## src/rtl/msk_pkg.sv

```systemverilog
// Shared masking package: share-layout index helpers and defaults.
// Bit i, share j of a sharing lives at i*d+j; random share k at i*(d-1)+k.
package msk_pkg;

    localparam int DEFAULTSHARES = 2;

    function automatic int sh_idx(input int i, input int j, input int d);
        return i * d + j;
    endfunction

    function automatic int rnd_idx(input int i, input int k, input int d);
        return i * (d - 1) + k;
    endfunction

endpackage

```

## src/rtl/msk_enc_last_share.sv

```systemverilog
// Last-share generator: each data bit XORed with its d-1 random shares.
// Purely combinational; feeds the output register of msk_encoder.
module msk_enc_last_share
    import msk_pkg::*;
#(
    parameter int d     = DEFAULTSHARES,
    parameter int count = 1
) (
    input  logic [count-1:0]       in_data_i,
    input  logic [count*(d-1)-1:0] rnd_i,
    output logic [count-1:0]       last_o
);

    always_comb begin
        last_o = in_data_i;
        for (int i = 0; i < count; i++) begin
            for (int k = 0; k < d - 1; k++) begin
                last_o[i] = last_o[i] ^ rnd_i[rnd_idx(i, k, d)];
            end
        end
    end

endmodule

```

## src/rtl/msk_encoder.sv

```systemverilog
// Masking encoder: unmasked data + fresh randomness -> registered d-share sharing.
// Define MSK_ENC_ZEROIZE_EN to clear out_sh when a sharing drains without refill.
module msk_encoder
    import msk_pkg::*;
#(
    parameter int d     = DEFAULTSHARES,
    parameter int count = 1
) (
    input  logic                   clk,
    input  logic                   rst_n,
    input  logic [count-1:0]       in_data,
    input  logic                   in_valid,
    output logic                   in_ready,
    input  logic [count*(d-1)-1:0] rnd,
    input  logic                   rnd_valid,
    output logic                   rnd_ready,
    output logic [count*d-1:0]     out_sh,
    output logic                   out_valid,
    input  logic                   out_ready
);

    logic                 valid_q, valid_d;
    logic [count*d-1:0]   sh_q, sh_d;
    logic [count*d-1:0]   enc_sh;
    logic [count-1:0]     last_sh;
    logic                 slot_free;
    logic                 enc;

    msk_enc_last_share #(
        .d     (d),
        .count (count)
    ) u_last (
        .in_data_i (in_data),
        .rnd_i     (rnd),
        .last_o    (last_sh)
    );

    // Readies are held low while reset is asserted.
    assign slot_free = rst_n && (!valid_q || out_ready);
    assign in_ready  = slot_free && rnd_valid;
    assign rnd_ready = slot_free && in_valid;
    assign enc       = slot_free && in_valid && rnd_valid;

    always_comb begin
        enc_sh = '0;
        for (int i = 0; i < count; i++) begin
            for (int j = 0; j < d - 1; j++) begin
                enc_sh[sh_idx(i, j, d)] = rnd[rnd_idx(i, j, d)];
            end
            enc_sh[sh_idx(i, d - 1, d)] = last_sh[i];
        end
    end

    always_comb begin
        valid_d = valid_q;
        sh_d    = sh_q;
        if (enc) begin
            valid_d = 1'b1;
            sh_d    = enc_sh;
        end else if (valid_q && out_ready) begin
            valid_d = 1'b0;
`ifdef MSK_ENC_ZEROIZE_EN
            sh_d    = '0;
`endif
        end
    end

    always_ff @(posedge clk or negedge rst_n) begin
        if (!rst_n) begin
            valid_q <= 1'b0;
            sh_q    <= '0;
        end else begin
            valid_q <= valid_d;
            sh_q    <= sh_d;
        end
    end

    assign out_valid = valid_q;
    assign out_sh    = sh_q;

endmodule

```

## config.mk

```make
export PLATFORM = sky130hd
export DESIGN_NAME = msk_encoder
export DESIGN_NICKNAME = d
export VERILOG_FILES = /design/src/rtl/msk_pkg.sv /design/src/rtl/msk_enc_last_share.sv /design/src/rtl/msk_encoder.sv
export SDC_FILE = /design/constraint.sdc
export NUM_CORES = 1
export LEC_CHECK = 0
export BUFFER_PORTS_ARGS = -buffer_cell sky130_fd_sc_hd__buf_2
export CAP_MARGIN = 15
export CELL_PAD_IN_SITES_DETAIL_PLACEMENT = 0
export CELL_PAD_IN_SITES_GLOBAL_PLACEMENT = 2
export CORE_AREA = 2 2 39 41
export DETAILED_ROUTE_END_ITERATION = 8
export DIE_AREA = 0 0 41 43
export MAX_ROUTING_LAYER = met4
export PLACE_DENSITY_LB_ADDON = 0.1
export SETUP_SLACK_MARGIN = 0.1
export SLEW_MARGIN = 20
export SYNTH_ARGS = -nofsm -noshare
export SYNTH_HDL_FRONTEND = slang
export SYNTH_SLANG_ARGS = --single-unit
```

## constraint.sdc

```tcl
create_clock -name clk -period 1.05 [get_ports clk]
set_clock_uncertainty 0.15 [all_clocks]
set_input_delay 0.0525 -clock clk [delete_from_list [all_inputs] [get_ports clk]]
set_output_delay 0.0525 -clock clk [all_outputs]
set_load 0.03 [all_outputs]
```

Word level (Yosys, flattened, before mapping)
Index checks and enable logic that the tools add are counted.
W data, S select, Z words.

storage, ports and cells
  flip-flop bits (word level) = 3
  bits of input ports = 7
  output and inout port bits = 5
  logic and storage cells = 13

operators by class
  multiplexer cells = 2
  bitwise logic cells = 1
  reductions and logical operators = 8

operators with widths
  cell                 number
  $logic_and A1 B1 Y1  5
  $mux W1              2
  $reduce_bool A2 Y1   1
  $logic_not A1 Y1     1
  $logic_or A1 B1 Y1   1
  $xor A1 B1 Y1        1

Logic depth before layout (Yosys ltp)
Gate-level depths: netlist (run 1).

  word-level depth = 6
  mapped depth = 3

Cells and area by module
A second synthesis (run 1) with hierarchy kept.

unflattened totals
  cell total of the unflattened synthesis = 11
  area total of the unflattened synthesis = 167.7 sq um

by module, submodules not included
  module              instances  cells each  area each (sq um)  sequential area each (sq um)
  msk_encoder         1          10          158.9              75.1
  msk_enc_last_share  1          1           8.8                0.0

Worst setup path before layout (run 1)
OpenSTA, ideal clock, no wires.

  path kind = register to register
  from = reg valid_q, in the netlist out_valid
  to = reg sh_q[0], in the netlist out_sh[0]
  setup time = 0.125 ns
  arrival = 1.052 ns
  required time = 0.775 ns
  setup slack = -0.277 ns
  stages on the path, launching flop included = 4
  path buffers = 0
  cells stage by stage = dfrtp_1 nand2b_4 nand4_4 mux2_4

between the ends
  longest elaborated chain between the ends = 5

ends and longest elaborated chain
  element                           line               source
  start: declaration                msk_encoder.sv:22  logic valid_q, valid_d;
  start signal: assignment          msk_encoder.sv:73  valid_q <= valid_d;
  $logic_not A1 Y1                  msk_encoder.sv:39  assign slot_free = rst_n && (!valid_q || out_ready);
  $logic_or A1 B1 Y1                msk_encoder.sv:39
  $logic_and A1 B1 Y1               msk_encoder.sv:39
  $logic_and A1 B1 Y1 (2 in a row)  msk_encoder.sv:42  assign enc = slot_free && in_valid && rnd_valid;
  end signal: assignment            msk_encoder.sv:71  sh_q <= '0;
  end signal: assignment            msk_encoder.sv:74  sh_q <= sh_d;
  end: declaration                  msk_encoder.sv:23  logic [count*d-1:0] sh_q, sh_d;

No other way between the ends.
A chain may end at the register's enable or synchronous reset.

Final worst setup path (run 1)
  from = reg valid_q, in the netlist out_valid
  to = out in_ready

between the ends
  longest elaborated chain between the ends = 4

ends and longest elaborated chain
  element              line               source
  $logic_not A1 Y1     msk_encoder.sv:39
  $logic_or A1 B1 Y1   msk_encoder.sv:39
  $logic_and A1 B1 Y1  msk_encoder.sv:39
  $logic_and A1 B1 Y1  msk_encoder.sv:40  assign in_ready = slot_free && rnd_valid;
  end: declaration     msk_encoder.sv:13  output logic in_ready,

No other way between the ends.

==> reports/qor.log, run 1 <==
qor: outcome.status finished with violations
qor: outcome.violated_checks hold timing, setup timing
qor: finish.layout-area-overhead-vs-synth 128%
qor: timing.unrepaired_setup_endpoints_after_global_routing true
qor: placement.place.gp.congestion 0.533
qor: global_routing.grt_pass1_vias 165
qor: floorplan.die_h 43 um
qor: clock_network.root_buffer sky130_fd_sc_hd__clkbuf_4
qor: logic_synthesis.synth.most_common_cell sky130_fd_sc_hd__dfrtp_1
qor: route.routed_via_density 3.40
qor: logic_synthesis.synthDominantAreaCellType sky130_fd_sc_hd__dfrtp_1
qor: logic_synthesis.synth.area.top_cells sky130_fd_sc_hd__dfrtp_1 (45%), sky130_fd_sc_hd__mux2_4 (18%), sky130_fd_sc_hd__nand4_4 (13%)
qor: finish.final_layout_size_suffix_gt1_frac 0.824
qor: critical_path.cp_data_arrival_time 1.11 ns
qor: route.antenna_left 0
qor: timing.setup_slack -0.264 ns
qor: logic_synthesis.async_reset_ff_frac 1.00
qor: timing.timing.final.max_slew_violations 0
qor: timing.worst_slew_pin_slew 0.144 ns
qor: timing.setup_viol 6
qor: timing.layout_min_cycle_time 1.31 ns
qor: logic_synthesis.avgSynthCellArea 15.2 um2
qor: route.wirelength 451 um
qor: logic_synthesis.yosysUniqueCellTypes 7
qor: worst_hold_path.worstHoldPathType input port to register
qor: logic_synthesis.post_synth_most_frequent_cells sky130_fd_sc_hd__dfrtp_1 (3), sky130_fd_sc_hd__and3_2 (2), sky130_fd_sc_hd__mux2_4 (2)
qor: clock_network.cts_tree yes
qor: logic_synthesis.synth.yosys.warnings 0
qor: timing.period_share 1.25
qor: logic_synthesis.number_of_storage_elements_in_the_synthesis_netlist 3
qor: clock_network.cts.sink_count 3
qor: critical_path.critical_path_peak_fanout 2
qor: timing.whs -0.0763 ns
qor: logic_synthesis.synth_seq_area_share 0.448
qor: placement.place_inst 41
qor: run.max_cap_violations 0
qor: route.vias 170
qor: clock_network.clk_transition_reported_paths 0.05 ns
qor: clock_network.cts.path.max_buffers 2
qor: route.drt_pass1_iterations 2
qor: logic_synthesis.syn-cell-area 168 um2
qor: timing.finalSetupTns -1.23 ns
qor: critical_path.cp_data_required_time 0.85 ns
qor: global_routing.overflow 0
qor: clock_network.clock_latency 0.24 ns
qor: critical_path.crit_path_end_kind output pin
qor: route.drt-wirelength-per-cell 9.02 um
qor: timing.maxSlewHeadroom 0.904
qor: global_routing.grt_usage 0.0689
qor: timing.max_clock_freq 761 MHz
qor: floorplan.area_of_the_die 1760 um2
qor: logic_synthesis.syn-instance-count 11
qor: global_routing.antenna_found_initial 0
qor: global_routing.grt_max_degree 4
qor: finish.fin_util 0.277
qor: power.peakVddDrop 0.378 mV
qor: finish.fin_nets 42
qor: finish.final_design_area_no_fill 383 um2
qor: logic_synthesis.number_of_synthesized_flops_with_an_enable_pin 0
qor: critical_path.criticalPathCategory register to output pin
qor: power.static_leakage 0.000192 uW
qor: global_routing.grt_first_pass_wirelength 703 um
qor: clock_network.ctsHtreeMaxLevel 1
qor: logic_synthesis.syn_nets 18
qor: critical_path.start_kind register
qor: placement.postPlaceCellArea 267 um2
qor: route.post-route-drc-count 0
qor: timing.finalHoldViolations 1
qor: clock_network.numCtsBuffers 3
qor: floorplan.design.portCount 12
qor: finish.fin_cells 50
qor: clock_network.cts_hold_repair.buffers 1
qor: floorplan.chipWidth 41 um
qor: floorplan.core-area 1380 um2
qor: logic_synthesis.netlist.area_leader.share 0.448
qor: route.drt-initial-drc-count 2
qor: floorplan.floorplan.initialDensity 0.121
qor: floorplan.number_of_core_rows 14
qor: logic_synthesis.synth_ff_type sky130_fd_sc_hd__dfrtp_1
qor: power.power_density 1500 nW/um2
qor: placement.io_buffers 11
qor: finish.n_antenna_cell 0
==> logic make-up (layout without fill, tap and decap cells) <==
family / after synthesis / count (layout) / synth area share
mux: 2 / 2 / 0.179
simple gates: 5 / 5 / 0.321
xor+xnor: 1 / 1 / 0.0522
buf+inv: 0 / 23 / 0
flops: 3 / 3 / 0.448
==> power breakdown <==
| part | total (uW) | internal [uW] | switching (uW) | leakage, uW |
|---|---|---|---|---|
| Combinational | 211 | 118 | 93.3 | 0.000142 |
| Sequential | 154 | 138 | 16.0 | 0.0000354 |
| Clock | 210 | 143 | 67.4 | 0.0000150 |
==> flip-flops by register name (all words and copies together), names as in the netlist <==
signal / flops
out_sh: 2
out_valid: 1
==> cells in the final DEF (no fill, tap or decap), drive strengths merged <==
master | Yosys | final
buf | 0 | 18
clkbuf | 0 | 4
dfrtp | 3 | 3
and3 | 2 | 2
mux2 | 2 | 2
nand2b | 1 | 1
nand4 | 1 | 1
nand2 | 1 | 1
xor2 | 1 | 1
dlygate4sd3 | 0 | 1
==> worst paths after layout <==
kind                                   to      start  slack (ns)  depth (start not counted)
worst max-delay path             in_ready  out_valid       -0.26                          4
max in group asynchronous       out_sh[1]      rst_n        0.43                          3
worst min register to register  out_sh[0]  out_sh[0]        0.38                          1
worst min-delay path            out_sh[0]        rnd       -0.08                          2
worst max register to register  out_sh[1]  out_valid       -0.25                          4
min in group asynchronous       out_sh[0]      rst_n        0.21                          3
==> through the flow <==
stage,setup WS (ns),power (uW)
final,-0.264,576
after global routing,-0.312,612
after CTS,-0.273,578
after detailed placement,-0.136,308
after global placement,-0.120,307
after floorplan,-0.192,248
==> repair_timing <==
action / in CTS / in global routing
gates resized for setup: 13 / 2
gates cloned: 0 / 0
endpoints found under the setup margin: 7 / 8
endpoints found under the hold margin: 5 / 1
setup buffers: 2 / 2
==> critical path: stages, from the launching register on <==
cell and delay [ns]:
sky130_fd_sc_hd__dfrtp_2 0.41, sky130_fd_sc_hd__nand2b_4 0.07, sky130_fd_sc_hd__buf_6 0.09, sky130_fd_sc_hd__and3_4 0.17, sky130_fd_sc_hd__buf_6 0.12
==> layer usage <==
metal / track usage / vias to the layer above / share of wire / wire [um]
li1: - / 86 / - / -
met1: 0.0675 / 78 / 0.42 / 189
met2: 0.0875 / 6 / 0.49 / 222
met3: 0.0628 / 0 / 0.086 / 39
met4: 0.0400 / 0 / 0 / 0
met5: - / - / 0 / 0
==> final cells by class <==
type / instances / area, um2
multi-input cells: 8 / 100
well taps: 16 / 20.0
repair buffers: 19 / 160
flip-flops and latches: 3 / 76.3
clock buffers: 4 / 26.3
fillers: 151 / 1000
No activity file was read; power rests on OpenSTA's default activity.
==> run 2, diff against run 1 <==
--- a/config.mk
+++ b/config.mk
@@ -14,6 +14,7 @@
 export DIE_AREA = 0 0 41 43
 export MAX_ROUTING_LAYER = met4
 export PLACE_DENSITY_LB_ADDON = 0.1
+export REMOVE_ABC_BUFFERS = 1
 export SETUP_SLACK_MARGIN = 0.1
 export SLEW_MARGIN = 20
 export SYNTH_ARGS = -nofsm -noshare
==> constraint.sdc (replaced) <==
create_clock -name clk -period 1.7 [get_ports clk]
set_clock_uncertainty 0.15 [all_clocks]
set_input_delay 0.085 -clock clk [delete_from_list [all_inputs] [get_ports clk]]
set_output_delay 0.085 -clock clk [all_outputs]
set_load 0.03 [all_outputs]
==> run 2 against run 1 <==
Effect of this change: total power is 46% lower; combinational power is 55% lower; the flow now finishes without violations; largest power group is now clock; die area unchanged; first-iteration DRC count fell by 100%; sequential power is 40% lower; largest cell class is now multi-input combinational cells; critical path type is now input port to output pin.
==> reports/qor.log, run 2 (synthesis gave the netlist of run 1 again) <==
qor: critical_path.critical_path_peak_fanout 6
qor: timing.unrepaired_setup_endpoints_after_global_routing false
qor: power.static_leakage 0.000161 uW
qor: clock_network.cts.sink_count 3
qor: global_routing.antenna_found_initial 0
qor: route.vias 152
qor: critical_path.crit_path_end_kind output pin
qor: clock_network.cts_tree yes
qor: finish.fin_util 0.216
qor: finish.final_common_cell sky130_fd_sc_hd__buf_2
qor: clock_network.root_buffer sky130_fd_sc_hd__clkbuf_4
qor: power.power_density 1040 nW/um2
qor: timing.whs 0.00648 ns
qor: finish.final_layout_size_suffix_gt1_frac 0.690
qor: finish.n_antenna_cell 0
qor: critical_path.regToRegStartpoint out_valid
qor: global_routing.grt_max_degree 7
qor: timing.worst_slew_pin_slew 0.159 ns
qor: critical_path.start_point_of_the_critical_path rst_n
qor: clock_network.clk_transition_reported_paths 0.04 ns
qor: floorplan.floorplan.initialDensity 0.121
qor: power.power.combinational.fraction 0.303
qor: route.wirelength 383 um
qor: route.drt_pass1_iterations 1
qor: timing.layout_min_cycle_time 1.40 ns
qor: power.power.share.sequential 0.296
qor: clock_network.numCtsBuffers 3
qor: global_routing.overflow 0
qor: clock_network.ctsHtreeMaxLevel 1
qor: floorplan.chipWidth 41 um
qor: timing.setup_viol 0
qor: clock_network.clock_latency 0.23 ns
qor: critical_path.start_kind input port
qor: global_routing.grt_pass1_vias 164
qor: floorplan.core-area 1380 um2
qor: timing.maxSlewHeadroom 0.895
qor: timing.max_clock_freq 716 MHz
qor: timing.timing.final.max_slew_violations 0
qor: worst_hold_path.startpoint_of_the_worst_hold_path out_ready
qor: global_routing.grt_usage 0.0679
qor: clock_network.cts.path.max_buffers 2
qor: critical_path.criticalPathCategory input port to output pin
qor: route.routed_via_density 3.38
qor: placement.place.gp.congestion 0.564
qor: floorplan.number_of_core_rows 14
qor: global_routing.grt_first_pass_wirelength 669 um
qor: finish.largest_reg_flops 2
qor: finish.final_cell_mix sky130_fd_sc_hd__buf_2 (11), sky130_fd_sc_hd__clkbuf_4 (3), sky130_fd_sc_hd__dlygate4sd3_1 (3), sky130_fd_sc_hd__dfrtp_1 (3)
qor: finish.layout-area-overhead-vs-synth 78.4%
qor: critical_path.cp_data_required_time 1.46 ns
qor: floorplan.area_of_the_die 1760 um2
qor: power.netSwitchingPower 96.2 uW
qor: timing.finalHoldViolations 0
qor: timing.period_share 0.822
qor: floorplan.die_h 43 um
qor: route.antenna_left 0
qor: run.max_cap_violations 0
qor: finish.fin_nets 37
qor: clock_network.cts-resized-gates 0
qor: outcome.status finished, final reports clean
qor: floorplan.design.portCount 12
qor: timing.finalSetupTns 0 ns
qor: power.internal-power 214 uW
qor: critical_path.cp_data_arrival_time 1.16 ns
qor: placement.io_buffers 11
qor: power.peakVddDrop 0.264 mV
qor: power.clkPwrFrac 0.400
qor: route.drt-initial-drc-count 0
qor: worst_hold_path.worstHoldPathType input port to register
qor: route.post-route-drc-count 0
qor: power.swShare 0.310
qor: route.drt-wirelength-per-cell 8.51 um
-- run 2: what timing repair did --
item                      4_1_cts  5_1_grt
setup buffers                   0        0
hold buffers                    3        0
hold endpoints to repair        5        0
-- run 2: critical path: stages --
cell and delay, ns:
sky130_fd_sc_hd__dlygate4sd3_1 0.52, sky130_fd_sc_hd__buf_2 0.18, sky130_fd_sc_hd__and3_2 0.19, sky130_fd_sc_hd__buf_2 0.19
-- run 2: routing by layer --
layer / track usage / part of all wire
met3: 0.0471 / 0.097
met4: 0.0800 / 0
met2: 0.0781 / 0.52
met1: 0.0643 / 0.39
met5: - / 0
-- run 2: final cells by class --
cell class	count	area [um2]
Timing Repair Buffer	14	85.1
Fill cell	152	1080
Multi-Input combinational cell	8	92.6
Sequential cell	3	75.1
Tap cell	16	20.0
Clock buffer	4	26.3
-- run 2: final timing paths --
| path | end | slack, ns | cells after the start |
|---|---|---|---|
| setup / recovery | in_ready | 0.30 | 4 |
| hold / removal | out_valid | 0.006 | 3 |
| setup reg to reg | out_sh[1] | 0.49 | 3 |
| hold reg to reg | out_sh[1] | 0.35 | 1 |
| max in group asynchronous | out_sh[1] | 1.19 | 2 |
| min in group asynchronous | out_sh[0] | 0.06 | 2 |
-- run 2: metrics by stage --
stage                     instances  worst slack [ns]  cell area [um2]  power [uW]
after CTS                        45             0.294              299         319
final                            45             0.303              299         311
after floorplan                  11             0.373              168         153
after global placement           38             0.487              243         183
after global routing             45             0.236              299         334
after detailed placement         38             0.480              243         184
-- run 2: power groups by stage --
| stage | sequential (uW) | clock, uW | combinational, uW |
|---|---|---|---|
| floorplan | 120 | 0 | 33.1 |
| global placement | 93.1 | 0 | 90.1 |
| detailed placement | 92.9 | 0 | 90.6 |
| CTS | 92.6 | 131 | 95.8 |
| global route | 95.1 | 138 | 101 |
| finish | 92.0 | 124 | 94.2 |
==> run 3, diff against run 2 <==
==> constraint.sdc (replaced) <==
create_clock -name clk -period 1.25 [get_ports clk]
set_clock_uncertainty 0.15 [all_clocks]
set_input_delay 0.0625 -clock clk [delete_from_list [all_inputs] [get_ports clk]]
set_output_delay 0.0625 -clock clk [all_outputs]
set_load 0.03 [all_outputs]
==> run 3 against run 2 <==
Effect of this change: sequential share of layout area decreased by 2.5 points; hold slack improved by 0.072 ns; critical path depth decreased by 1; wire length increased by 1.3%; non-clock buffer count increased by 2; register-to-register slack got worse by 0.42 ns; flip-flop and latch count unchanged; die area unchanged; core utilization increased by 2.4 points; combinational power increased by 50%.
==> reports/qor.log, run 3 (synthesis gave the netlist of run 1 again) <==
qor: floorplan.area_of_the_die 1760 um2
qor: critical_path.cp_data_arrival_time 1.02 ns
qor: floorplan.floorplan.initialDensity 0.121
qor: route.routed_via_density 3.34
qor: critical_path.r2r_setup_slack 0.07 ns
qor: finish.fillCellCount 159
qor: finish.fin_nets 39
qor: clock_network.cts_tree yes
qor: timing.setup_viol 0
qor: route.vias 157
qor: timing.worst_slew_pin_slew 0.153 ns
qor: finish.final_common_cell sky130_fd_sc_hd__buf_2
qor: critical_path.critical_path_peak_fanout 4
qor: route.drt_pass1_iterations 1
qor: timing.timing.final.max_slew_violations 0
qor: floorplan.number_of_core_rows 14
qor: power.peakVddDrop 0.357 mV
qor: finish.n_antenna_cell 0
qor: critical_path.crit_path_end_kind output pin
qor: power.power.total 434 uW
qor: global_routing.grt_max_degree 5
qor: outcome.status finished, final reports clean
qor: route.drt-wirelength-per-cell 8.26 um
qor: finish.fin_util 0.240
qor: floorplan.die_h 43 um
qor: floorplan.chipWidth 41 um
qor: critical_path.criticalPathCategory register to output pin
qor: clock_network.clk_transition_reported_paths 0.04 ns
qor: timing.finalHoldViolations 0
qor: clock_network.ctsHtreeMaxLevel 1
qor: finish.area.sequential 75.1 um2
qor: floorplan.design.portCount 12
qor: placement.postPlaceCellArea 243 um2
qor: route.drt-initial-drc-count 0
qor: route.post-route-drc-count 0
qor: finish.layout-area-overhead-vs-synth 97.8%
qor: timing.maxSlewHeadroom 0.897
qor: global_routing.overflow 0
qor: power.static_leakage 0.000169 uW
qor: run.max_cap_violations 0
qor: power.power_density 1310 nW/um2
qor: clock_network.cts.sink_count 3
qor: critical_path.cp_data_required_time 1.04 ns
qor: finish.multiInputGateArea 100 um2
qor: finish.final_cell_mix sky130_fd_sc_hd__buf_2 (9), sky130_fd_sc_hd__clkbuf_4 (3), sky130_fd_sc_hd__dfrtp_1 (3), sky130_fd_sc_hd__buf_4 (3)
qor: route.wirelength 388 um
qor: global_routing.grt_first_pass_wirelength 669 um
qor: clock_network.cts.path.max_buffers 2
qor: placement.io_buffers 11
qor: clock_network.numCtsBuffers 3
qor: timing.period_share 0.988
qor: worst_hold_path.worstHoldPathType input port to register
qor: critical_path.start_kind register
qor: clock_network.clock_latency 0.23 ns
qor: global_routing.grt_usage 0.0679
qor: timing.max_clock_freq 810 MHz
qor: global_routing.antenna_found_initial 0
qor: global_routing.grt_pass1_vias 160
qor: timing.layout_min_cycle_time 1.23 ns
qor: timing.unrepaired_setup_endpoints_after_global_routing true
qor: floorplan.core-area 1380 um2
qor: finish.final_design_area_no_fill 332 um2
qor: route.antenna_left 0
qor: finish.final_layout_size_suffix_gt1_frac 0.742
qor: clock_network.root_buffer sky130_fd_sc_hd__clkbuf_4
qor: placement.dp_worst_slack 0.0304 ns
qor: placement.place.gp.congestion 0.544
qor: finish.largest_reg_flops 2
qor: timing.setup_slack 0.0151 ns
[run 3: cell count changes in the layout (fill, tap and decap cells not counted), sizes merged]
cell         change
dlygate4sd3      -1
buf              +3
[run 3: final timing paths]
path                       startpoint         to  cells past startpoint
max in group asynchronous       rst_n  out_sh[1]                      2
min in group asynchronous       rst_n  out_sh[0]                      2
max reg2reg                 out_valid  out_sh[1]                      3
min                           in_data  out_sh[1]                      3
max                         out_valid  rnd_ready                      3
min reg2reg                 out_sh[1]  out_sh[1]                      1
[run 3: report_power, final]
group | total [uW] | switching [uW] | internal, uW
Combinational | 141 | 73.8 | 67.0
Sequential | 125 | 9.71 | 115
Clock | 168 | 48.7 | 120
[run 3: per-layer routing]
metal,share of wire,track usage,up-vias
met5,0,-,-
met4,0,0.0800,0
met3,0.10,0.0471,0
met2,0.48,0.0750,6
met1,0.41,0.0675,71
li1,-,-,80
[run 3: area by class of cell]
type	instances	share of cell area
sequential	3	0.226
timing repair buffer	16	0.332
clock buffer	4	0.0792
tap	16	0.0604
multi-input combinational	8	0.302
[run 3: stage by stage]
stage	TNS [ns]	hold slack [ns]	instances
CTS	0	-0.00406	45
global placement	0	-0.256	38
detailed placement	0	-0.255	38
global route	-0.0697	0.0898	47
floorplan	-0.154	-0.383	11
finish	0	0.0789	47
[run 3: worst max-delay path, cell delays in order (launching register included)]
cell and delay [ns]:
sky130_fd_sc_hd__dfrtp_1 0.39, sky130_fd_sc_hd__nand2b_4 0.10, sky130_fd_sc_hd__and3_4 0.17, sky130_fd_sc_hd__buf_6 0.12
[run 3: repair_timing]
item                       4_1_cts  5_1_grt
pin swaps                        3        0
hold endpoints to repair         5        0
buffers inserted                 1        2
setup endpoints to repair        4        4
gates resized for setup          6        0
hold buffers                     2        0
